File: config.mk
export PLATFORM = sky130hd
export DESIGN_NAME = spi_bus_target
export DESIGN_NICKNAME = d
export VERILOG_FILES = /design/src/rtl/spi_bus_target.sv
export SDC_FILE = /design/constraint.sdc
export NUM_CORES = 1
export LEC_CHECK = 0
export CAP_MARGIN = 10
export CORE_UTILIZATION = 50
export DETAILED_ROUTE_END_ITERATION = 10
export GPL_TIMING_DRIVEN = 0
export PLACE_DENSITY = 0.79
export SLEW_MARGIN = 20
export SYNTH_ARGS = -nofsm -noshare
export SYNTH_HDL_FRONTEND = slang
export SYNTH_SLANG_ARGS = --single-unit
File: constraint.sdc
create_clock -name clk_i -period 7.8 [get_ports clk_i]
set_input_delay 0.78 -clock clk_i [delete_from_list [all_inputs] [get_ports clk_i]]
set_output_delay 0.78 -clock clk_i [all_outputs]
set_load 0.03 [all_outputs]
File: src/rtl/spi_bus_target.sv
// spi_bus_target: mode-0 SPI target oversampled in the clk_i domain. It decodes
// command/address/data bytes into valid/ready bus transactions. Address width is
// configurable, reads and writes can burst with auto-increment, and overruns set
// a sticky error flag.
`timescale 1ns/1ps
module spi_bus_target #(
  parameter int         ADDR_WIDTH    = 17,
  parameter bit         BURST_EN      = 1'b1,
  parameter logic [7:0] RD_IDLE_VALUE = 8'hFF
) (
  input  logic                  clk_i,
  input  logic                  reset_i,
  input  logic                  spi_sck_i,
  input  logic                  spi_cs_ni,
  input  logic                  spi_pico_i,
  output logic                  spi_poci_o,
  output logic [ADDR_WIDTH-1:0] spi_addr_o,
  output logic                  spi_rw_no,
  output logic [7:0]            spi_data_o,
  input  logic [7:0]            spi_data_i,
  output logic                  spi_valid_o,
  input  logic                  spi_ready_i,
  output logic                  spi_err_o
);
  localparam int ADDR_BYTES = (ADDR_WIDTH + 7) / 8;
  localparam int ACW        = (ADDR_BYTES > 1) ? $clog2(ADDR_BYTES) : 1;

  typedef enum logic [2:0] {IDLE, CMD, ADDR, WDATA, RTURN, RDATA} state_t;

  state_t                state_q, state_d;
  logic [2:0]            sck_q, sck_d, cs_q, cs_d;     // [0]/[1] sync, [2] previous
  logic [1:0]            pico_q, pico_d;
  logic [2:0]            bit_cnt_q, bit_cnt_d;
  logic [6:0]            rx_q, rx_d;
  logic [7:0]            tx_q, tx_d;
  logic [ACW-1:0]        addr_cnt_q, addr_cnt_d;
  logic                  cmd_rd_q, cmd_rd_d;
  logic                  first_q, first_d;
  logic [ADDR_WIDTH-1:0] cur_addr_q, cur_addr_d;
  logic [ADDR_WIDTH-1:0] next_addr_q, next_addr_d;
  logic [ADDR_WIDTH-1:0] addr_q, addr_d;
  logic                  rw_q, rw_d;
  logic [7:0]            wdata_q, wdata_d;
  logic                  valid_q, valid_d;
  logic [7:0]            rdata_q, rdata_d;
  logic                  rd_avail_q, rd_avail_d;
  logic                  rd_discard_q, rd_discard_d;
  logic                  err_q, err_d;

  logic                  sck_rise, sck_fall, cs_fall, active, byte_done, addr_last;
  logic [7:0]            rx_byte;
  logic [ADDR_WIDTH-1:0] addr_shift;
  logic                  issue, iss_rw;
  logic [ADDR_WIDTH-1:0] iss_addr;

  assign sck_rise  = sck_q[1] & ~sck_q[2];
  assign sck_fall  = ~sck_q[1] & sck_q[2];
  assign cs_fall   = ~cs_q[1] & cs_q[2];
  assign active    = (state_q != IDLE) && !cs_q[1];
  assign rx_byte   = {rx_q, pico_q[1]};
  assign byte_done = active && sck_rise && (bit_cnt_q == 3'd7);
  assign addr_last = (addr_cnt_q == ACW'(ADDR_BYTES - 1));

  // Address bytes arrive MSB first; bits above ADDR_WIDTH fall off the top.
  if (ADDR_WIDTH > 8) begin : g_wide
    assign addr_shift = {cur_addr_q[ADDR_WIDTH-9:0], rx_byte};
  end else begin : g_narrow
    assign addr_shift = rx_byte[ADDR_WIDTH-1:0];
  end

  // State register.
  always_ff @(posedge clk_i or posedge reset_i) begin
    if (reset_i) state_q <= IDLE;
    else         state_q <= state_d;
  end

  // Next state: a high CS forces IDLE; otherwise advance on byte boundaries.
  always_comb begin
    state_d = state_q;
    if (cs_q[1]) begin
      state_d = IDLE;
    end else begin
      case (state_q)
        IDLE:  if (cs_fall) state_d = CMD;
        CMD:   if (byte_done) begin
                 case (rx_byte[7:6])
                   2'b10:   state_d = WDATA;
                   2'b11:   state_d = RTURN;
                   default: state_d = ADDR;
                 endcase
               end
        ADDR:  if (byte_done && addr_last) state_d = cmd_rd_q ? RTURN : WDATA;
        RTURN: if (byte_done) state_d = RDATA;
        default: ;
      endcase
    end
  end

  // Datapath: shift registers, byte decode, transaction issue and handshake.
  always_comb begin
    sck_d        = {sck_q[1:0], spi_sck_i};
    cs_d         = {cs_q[1:0], spi_cs_ni};
    pico_d       = {pico_q[0], spi_pico_i};
    bit_cnt_d    = bit_cnt_q;
    rx_d         = rx_q;
    tx_d         = tx_q;
    addr_cnt_d   = addr_cnt_q;
    cmd_rd_d     = cmd_rd_q;
    first_d      = first_q;
    cur_addr_d   = cur_addr_q;
    next_addr_d  = next_addr_q;
    addr_d       = addr_q;
    rw_d         = rw_q;
    wdata_d      = wdata_q;
    valid_d      = valid_q;
    rdata_d      = rdata_q;
    rd_avail_d   = rd_avail_q;
    rd_discard_d = rd_discard_q;
    err_d        = err_q;
    issue        = 1'b0;
    iss_rw       = 1'b1;
    iss_addr     = cur_addr_q;

    if (!active) begin
      bit_cnt_d = '0;
    end else if (sck_rise) begin
      bit_cnt_d = bit_cnt_q + 3'd1;
      rx_d      = rx_byte[6:0];
    end

    // The falling edge right after a byte boundary is skipped so the freshly
    // loaded MSB is still on poci when the MCU samples the next byte's first bit.
    if (state_q == IDLE && cs_fall) begin
      tx_d  = RD_IDLE_VALUE;
      err_d = 1'b0;
    end else if (active && sck_fall && bit_cnt_q != 3'd0) begin
      tx_d = {tx_q[6:0], 1'b1};
    end

    if (byte_done) begin
      tx_d = RD_IDLE_VALUE;
      case (state_q)
        CMD: begin
          cmd_rd_d   = rx_byte[6];
          addr_cnt_d = '0;
          first_d    = 1'b1;
          if (rx_byte[7]) begin
            cur_addr_d = next_addr_q;
            if (rx_byte[6] && !valid_q) begin
              issue    = 1'b1;
              iss_addr = next_addr_q;
            end
          end
        end
        ADDR: begin
          cur_addr_d = addr_shift;
          addr_cnt_d = addr_cnt_q + ACW'(1);
          if (addr_last && cmd_rd_q && !valid_q) begin
            issue    = 1'b1;
            iss_addr = addr_shift;
          end
        end
        WDATA: if (first_q || BURST_EN) begin
          first_d = 1'b0;
          if (valid_q) begin
            err_d = 1'b1;
          end else begin
            issue    = 1'b1;
            iss_rw   = 1'b0;
            iss_addr = cur_addr_q;
          end
        end
        RTURN, RDATA: if (state_q == RTURN || BURST_EN) begin
          if (rd_avail_q) begin
            tx_d       = rdata_q;
            rd_avail_d = 1'b0;
            if (BURST_EN && !valid_q) begin
              issue    = 1'b1;
              iss_addr = next_addr_q;
            end
          end else begin
            err_d = 1'b1;
          end
        end
        default: ;
      endcase
    end

    // Completion; a read that outlived its frame is dropped here.
    if (valid_q && spi_ready_i) begin
      valid_d = 1'b0;
      if (rw_q) begin
        if (rd_discard_q) begin
          rd_discard_d = 1'b0;
        end else begin
          rdata_d    = spi_data_i;
          rd_avail_d = 1'b1;
        end
      end
    end

    if (cs_q[1] && !cs_q[2]) begin
      rd_avail_d   = 1'b0;
      rd_discard_d = valid_q && rw_q && !spi_ready_i;
    end

    if (issue) begin
      valid_d     = 1'b1;
      addr_d      = iss_addr;
      rw_d        = iss_rw;
      next_addr_d = iss_addr + ADDR_WIDTH'(1);
      cur_addr_d  = iss_addr + ADDR_WIDTH'(1);
      if (!iss_rw) wdata_d = rx_byte;
    end
  end

  // Datapath registers.
  always_ff @(posedge clk_i or posedge reset_i) begin
    if (reset_i) begin
      sck_q        <= '0;
      cs_q         <= '1;
      pico_q       <= '0;
      bit_cnt_q    <= '0;
      rx_q         <= '0;
      tx_q         <= '1;
      addr_cnt_q   <= '0;
      cmd_rd_q     <= 1'b0;
      first_q      <= 1'b0;
      cur_addr_q   <= '0;
      next_addr_q  <= '0;
      addr_q       <= '0;
      rw_q         <= 1'b1;
      wdata_q      <= '0;
      valid_q      <= 1'b0;
      rdata_q      <= '0;
      rd_avail_q   <= 1'b0;
      rd_discard_q <= 1'b0;
      err_q        <= 1'b0;
    end else begin
      sck_q        <= sck_d;
      cs_q         <= cs_d;
      pico_q       <= pico_d;
      bit_cnt_q    <= bit_cnt_d;
      rx_q         <= rx_d;
      tx_q         <= tx_d;
      addr_cnt_q   <= addr_cnt_d;
      cmd_rd_q     <= cmd_rd_d;
      first_q      <= first_d;
      cur_addr_q   <= cur_addr_d;
      next_addr_q  <= next_addr_d;
      addr_q       <= addr_d;
      rw_q         <= rw_d;
      wdata_q      <= wdata_d;
      valid_q      <= valid_d;
      rdata_q      <= rdata_d;
      rd_avail_q   <= rd_avail_d;
      rd_discard_q <= rd_discard_d;
      err_q        <= err_d;
    end
  end

  assign spi_poci_o  = tx_q[7];
  assign spi_addr_o  = addr_q;
  assign spi_rw_no   = rw_q;
  assign spi_data_o  = wdata_q;
  assign spi_valid_o = valid_q;
  assign spi_err_o   = err_q;
endmodule

# Word level (Yosys, flattened, before mapping)
# Index checks and enable logic that the tools add are counted.
[classes] mux=53 n_reduce_logical=38 n_eq_ne=15 add_sub_neg=3 bitwise_logic=8
[ops] cell="17-bit 2-to-1 mux" n=9
[ops] cell="17-bit one-hot mux with 3 select lines" n=1
[ops] cell="8-bit 2-to-1 mux" n=5
[ops] cell="17-bit one-hot mux with 2 select lines" n=1
[ops] cell="1-bit 2-to-1 mux" n=24
[ops] cell="3-bit 2-to-1 mux" n=8
[ops] cell="17-bit by 1-bit adder with 17-bit output, second input constant" n=1
[ops] cell="3-bit != test, second input constant" n=5
[ops] cell="1-bit logical AND" n=14
[ops] cell="3-bit one-hot mux with 4 select lines" n=1
[ops] cell="3-bit nonzero test" n=4
[ops] cell="2-bit AND reduction" n=5
[ops] cell="2-bit nonzero test" n=5
[ops] cell="3-bit equality test, second input constant" n=3
[ops] cell="2-bit equality test, second input constant" n=3
[ops] cell="3-bit by 2-bit equality test with 1-bit output, second input constant" n=2
[ops] cell="3-bit one-hot mux with 2 select lines" n=1
[ops] cell="3-bit AND reduction" n=2
[ops] cell="1-bit inverter" n=5
[ops] cell="5-bit AND reduction" n=1
[ops] cell="5-bit nonzero test" n=1
[ops] cell="1-bit zero test" n=4
[ops] cell="1-bit one-hot mux with 4 select lines" n=1
[ops] cell="2-bit one-hot mux with 2 select lines" n=1
[ops] cell="8 further kinds" n=10
[word_totals] inputBits=14 reg_bits=104 output_inout_bits=29 elab_cells=136

# Longest topological paths before layout
[logic_depth] depth_word=9 mapped_depth=13 ltp_nobuf=12

# Worst setup path after synthesis
# Ideal clock, no wire load.
[synth_path] kind="register -> register" from="register bit_cnt_q[0]" to="register cur_addr_q[16]" path_buffers=1 arrival_time_ps=2865 required_ps=7731 path_stages_with_launch=14 synth_period_minus_slack_ps=2934 setup_ps=69 path_slack_ps=4866 path_cell_list="dfrtp_1 ha_1 ha_1 and4bb_1 buf_4 o2111a_1 nand2b_1 nand2_1 o21ai_0 ha_1 a21boi_0 nand3_1 or4_1 nand3_1"
[synth_between] elab_chain_len=5 word_cells_on_any_way=10 cone_classes="add/sub: 1; eq/ne: 2; mux: 3; reduce/logical: 4"
[synth_lines] item="from (decl)" line="33" source="logic [2:0] bit_cnt_q, bit_cnt_d;"
[synth_lines] item="from (signal assigned)" line="243" source="bit_cnt_q <= bit_cnt_d;"
[synth_lines] item="3-bit equality test" line="61" source="assign byte_done = active && sck_rise && (bit_cnt_q == 3'd7);"
[synth_lines] item="1-bit logical AND" line="61"
[synth_lines] item="17-bit 2-to-1 mux" line="140" source="if (byte_done) begin"
[synth_lines] item="named net iss_addr[0]" line="54" source="logic [ADDR_WIDTH-1:0] iss_addr;"
[synth_lines] item="17-bit by 1-bit adder with 17-bit output" line="212" source="cur_addr_d = iss_addr + ADDR_WIDTH'(1);"
[synth_lines] item="17-bit 2-to-1 mux" line="207" source="if (issue) begin"
[synth_lines] item="to (signal assigned)" line="249" source="cur_addr_q <= cur_addr_d;"
[synth_lines] item="to (decl)" line="39" source="logic [ADDR_WIDTH-1:0] cur_addr_q, cur_addr_d;"
# The timed path passes the listed nets, and every way through them passes these cells.
# A chain may end at the register's enable or synchronous reset.

# Worst setup path after layout
# Same ends and word-level chain as after synthesis.

==> impl_results.md <==
* Status: finished clean
* Via count at 5111
* Slew headroom at 20.5%
* Final Hold Fails at 0
* Initial DRC count at 465
* Layout cell share with drive strength beyond 1 at 14.6%
* DP HPWL at approximately 12 mm
* Most frequent cells in the layout: 92 x nand2_1, 92 x dfrtp_1, 59 x o21ai_0
* Worst hold path depth at 0
* Total CTS buffers at 9
* Nets at 680
* Detail Route Antenna Nets at 0
* DIE WIDTH at between 100 and 150 um
* Final setup vio count at 0
* Worst hold slack at 0.354 ns
* Syn Nets at 626
* CP arrival at ~4.8 ns
* FF+latch count, synth at ~100
* Die Y at between 100 and 150 um
* Diodes inserted at 0
* Area growth syn-to-layout at 16.4%
* Post-Synthesis Cells at about 610
* RSZ-0062 raised after global routing: false
* Non-Filler Instances at slightly above 800
* Clock Path Buffers at 2
* FILL cells at 966
* Setup WS post-layout at around 3.3 ns
* Final period utilization at 58.3%
* Worst VDD drop at ~0.18 mV
* Place WS at 3.53 ns
* Crit path time final at 4.55 ns
* WL final at 16.9 mm
* Worst setup EP type: flip-flop
* Clock latency on the worst-skew pair at approximately 0.36 ns
* Buffers on Ports at 42
* Reg2Reg Depth at 11
* YS warnings at 0
* Peak Freq at about 0.22 GHz
* Switching Fraction at 32.2%
* Wire per inst at 20.9 um
* R2R Setup Slk at 3.25 ns
* Max-cap violations at 0
* Netlist Area Pre-Place at between 0.005 and 0.006 mm2
* Hold EP: sck_q[1]$_DFF_PP0_
* Gpl congestion at 0.952
* RR Startpoint: bit_cnt_q[0]$_DFFE_PP0P_
* Combinational Power Share at 19.7%
* Drt first pass iters at 5
* # rows at 38
* Total grt overflow at 0
* Reg power frac at 46.3%
* Critical path data required time at 8.10 ns
* Power density cells at 202 mW/mm2
* Fin util at 60.7%
* Clock Skew at between 0.008 and 0.009 ns
* Design area at 0.00669 mm2
* CTS tree: built
* Clk pwr share at around 34%
* Tot GR Track Use at 30.6%
* Reg2reg end: cur_addr_q[16]$_DFFE_PP0P_
* Post-place instance area at 0.00639 mm2
* H-tree depth at 3
* Starting Density at a little over half
* Io pins at 43
* CTS clk-pin slew, worst paths at 0.08 ns
* Top FF cell, synth: dfrtp_1
* Internal at 0.915 mW
* Clock root cell: clkbuf_16
* Leakage at 2.91 nW
* DR DRC count at 0
* Post-Synthesis Mean Instance Area at about 9.5 um2
* Vias in the first global route at 4927
* Overall Power at between 1 and 1.5 mW
* First-pass GRT wire length at 26.9 mm
* Post-synth EDFFs at 0
* Drt via density at 6.34
* Sequential share of the synthesized area at 45.5%
* Core box area at 0.0110 mm2
* Postcts setup bufs at 0
* Ys async rst share at between 90% and 100%
* Post-cts gate resize count at 0
* CP Launch Type: flip-flop
* Clock Sinks at approximately 100
* Dpl cells at 790
* Largest net degree at the start of global routing at slightly below 80
* Hold path start: sck_q[0]$_DFF_PP0_
* Max-slew violation count at 0
* Post-route setup TNS at 0 ns
* Netlist cell types at 74
* Worst-margin pin slew at between 1 and 1.5 ns
* CTS Hold Bufs at 0
* Min-delay worst type: reg -> reg
* Crit Path Max Fanout at 9
* Die area at 0.0119 mm2
* Switching pwr at about 0.43 mW
* CP Class: reg -> reg
* Initial antenna violation count at 0
[synthesized netlist by cell type, types with 5 or more instances]
library cell / number / area [um2]
nor3_1: 6 / 30.0
clkbuf_1: 24 / 90.1
a21o_1: 5 / 37.5
nor2b_1: 5 / 31.3
o211a_1: 6 / 60.1
buf_4: 5 / 37.5
o211ai_1: 19 / 143
nand2_1: 92 / 345
nand2b_1: 5 / 31.3
mux2i_1: 5 / 50.1
o21ai_0: 59 / 295
nor2_1: 35 / 131
dfstp_2: 12 / 315
a21oi_1: 26 / 130
mux2_2: 25 / 282
and2_1: 5 / 31.3
nand4_1: 6 / 37.5
o22ai_1: 5 / 31.3
buf_2: 8 / 40.0
ha_1: 5 / 62.6
nand3_1: 29 / 145
or3_1: 5 / 31.3
xnor2_1: 5 / 43.8
o2bb2ai_1: 5 / 43.8
dfrtp_1: 92 / 2300
and3_1: 7 / 43.8
inv_1: 13 / 48.8
[how the worst max path moves through the flow]
| stage | from | to | slack, ns | cells after the start |
|---|---|---|---|---|
| final | bit_cnt_q[0]$_DFFE_PP0P_ | cur_addr_q[16]$_DFFE_PP0P_ | 3.25 | 11 |
| after CTS | bit_cnt_q[0]$_DFFE_PP0P_ | cur_addr_q[16]$_DFFE_PP0P_ | 3.49 | 11 |
| after floorplan | reset_i | addr_cnt_q[0]$_DFFE_PP0P_ | 4.31 | 1 |
| after global placement | reset_i | spi_data_o[1]$_DFFE_PP0P_ | 2.95 | 2 |
| after detailed placement | bit_cnt_q[0]$_DFFE_PP0P_ | next_addr_q[16]$_DFFE_PP0P_ | 3.53 | 11 |
| after global routing | bit_cnt_q[0]$_DFFE_PP0P_ | cur_addr_q[16]$_DFFE_PP0P_ | 3.09 | 11 |
[area by class of cell]
cell class	instances	area, um2	share of cell area, %
clock buffer	9	225	3.37
tap	140	175	2.62
multi-input combinational	449	2880	43.1
sequential	104	2620	39.1
inverter	13	53.8	0.804
buffer	41	213	3.18
clock inverter	7	78.8	1.18
timing repair buffer	43	448	6.69
[worst max-delay path, cell delays in order, from the launching register on]
cell and delay, ns:
dfrtp_1 0.39, ha_1 0.17, ha_1 0.19, and4bb_1 0.20, buf_4 0.18, nand3_1 0.43, o21ai_0 0.70, ha_1 0.30
a21boi_0 0.76, nand3_1 0.40, or4_1 0.64, nand3_1 0.10
[registers in the layout (all words and copies together) (netlist names), 2 cells and up]
signal	flops
addr_cnt_q	2
tx_q	8
pico_q	2
cur_addr_q	17
spi_data_o	8
state_q	3
sck_q	3
cs_q	3
spi_addr_o	17
next_addr_q	17
bit_cnt_q	3
rdata_q	8
rx_q	7
[cells by family after synthesis]
logic type,synth area share [%]
flops,45.5
xor+xnor,1.22
fa+ha+maj,1.09
buf+inv,4.55
mux,5.77
compound gates,21.7
simple gates,20.2
[power groups by stage]
stage                     clock network (mW)  logic (mW)  registers, mW
after detailed placement                   0       0.261          0.635
after global placement                     0       0.250          0.632
after floorplan                            0       0.178          0.627
after CTS                              0.468       0.262          0.625
final                                  0.458       0.266          0.626
after global routing                   0.490       0.288          0.629
[layer usage]
| metal | track usage [%] | vias to the layer above | wire (um) |
|---|---|---|---|
| li1 | - | 2337 | - |
| met1 | 41.9 | 2520 | 7280 |
| met2 | 47.1 | 218 | 7800 |
| met3 | 6.69 | 36 | 1390 |
| met4 | 12.6 | 0 | 408 |
| met5 | 0 | - | 0 |
Note: power is estimated with default switching activity, not from simulation.
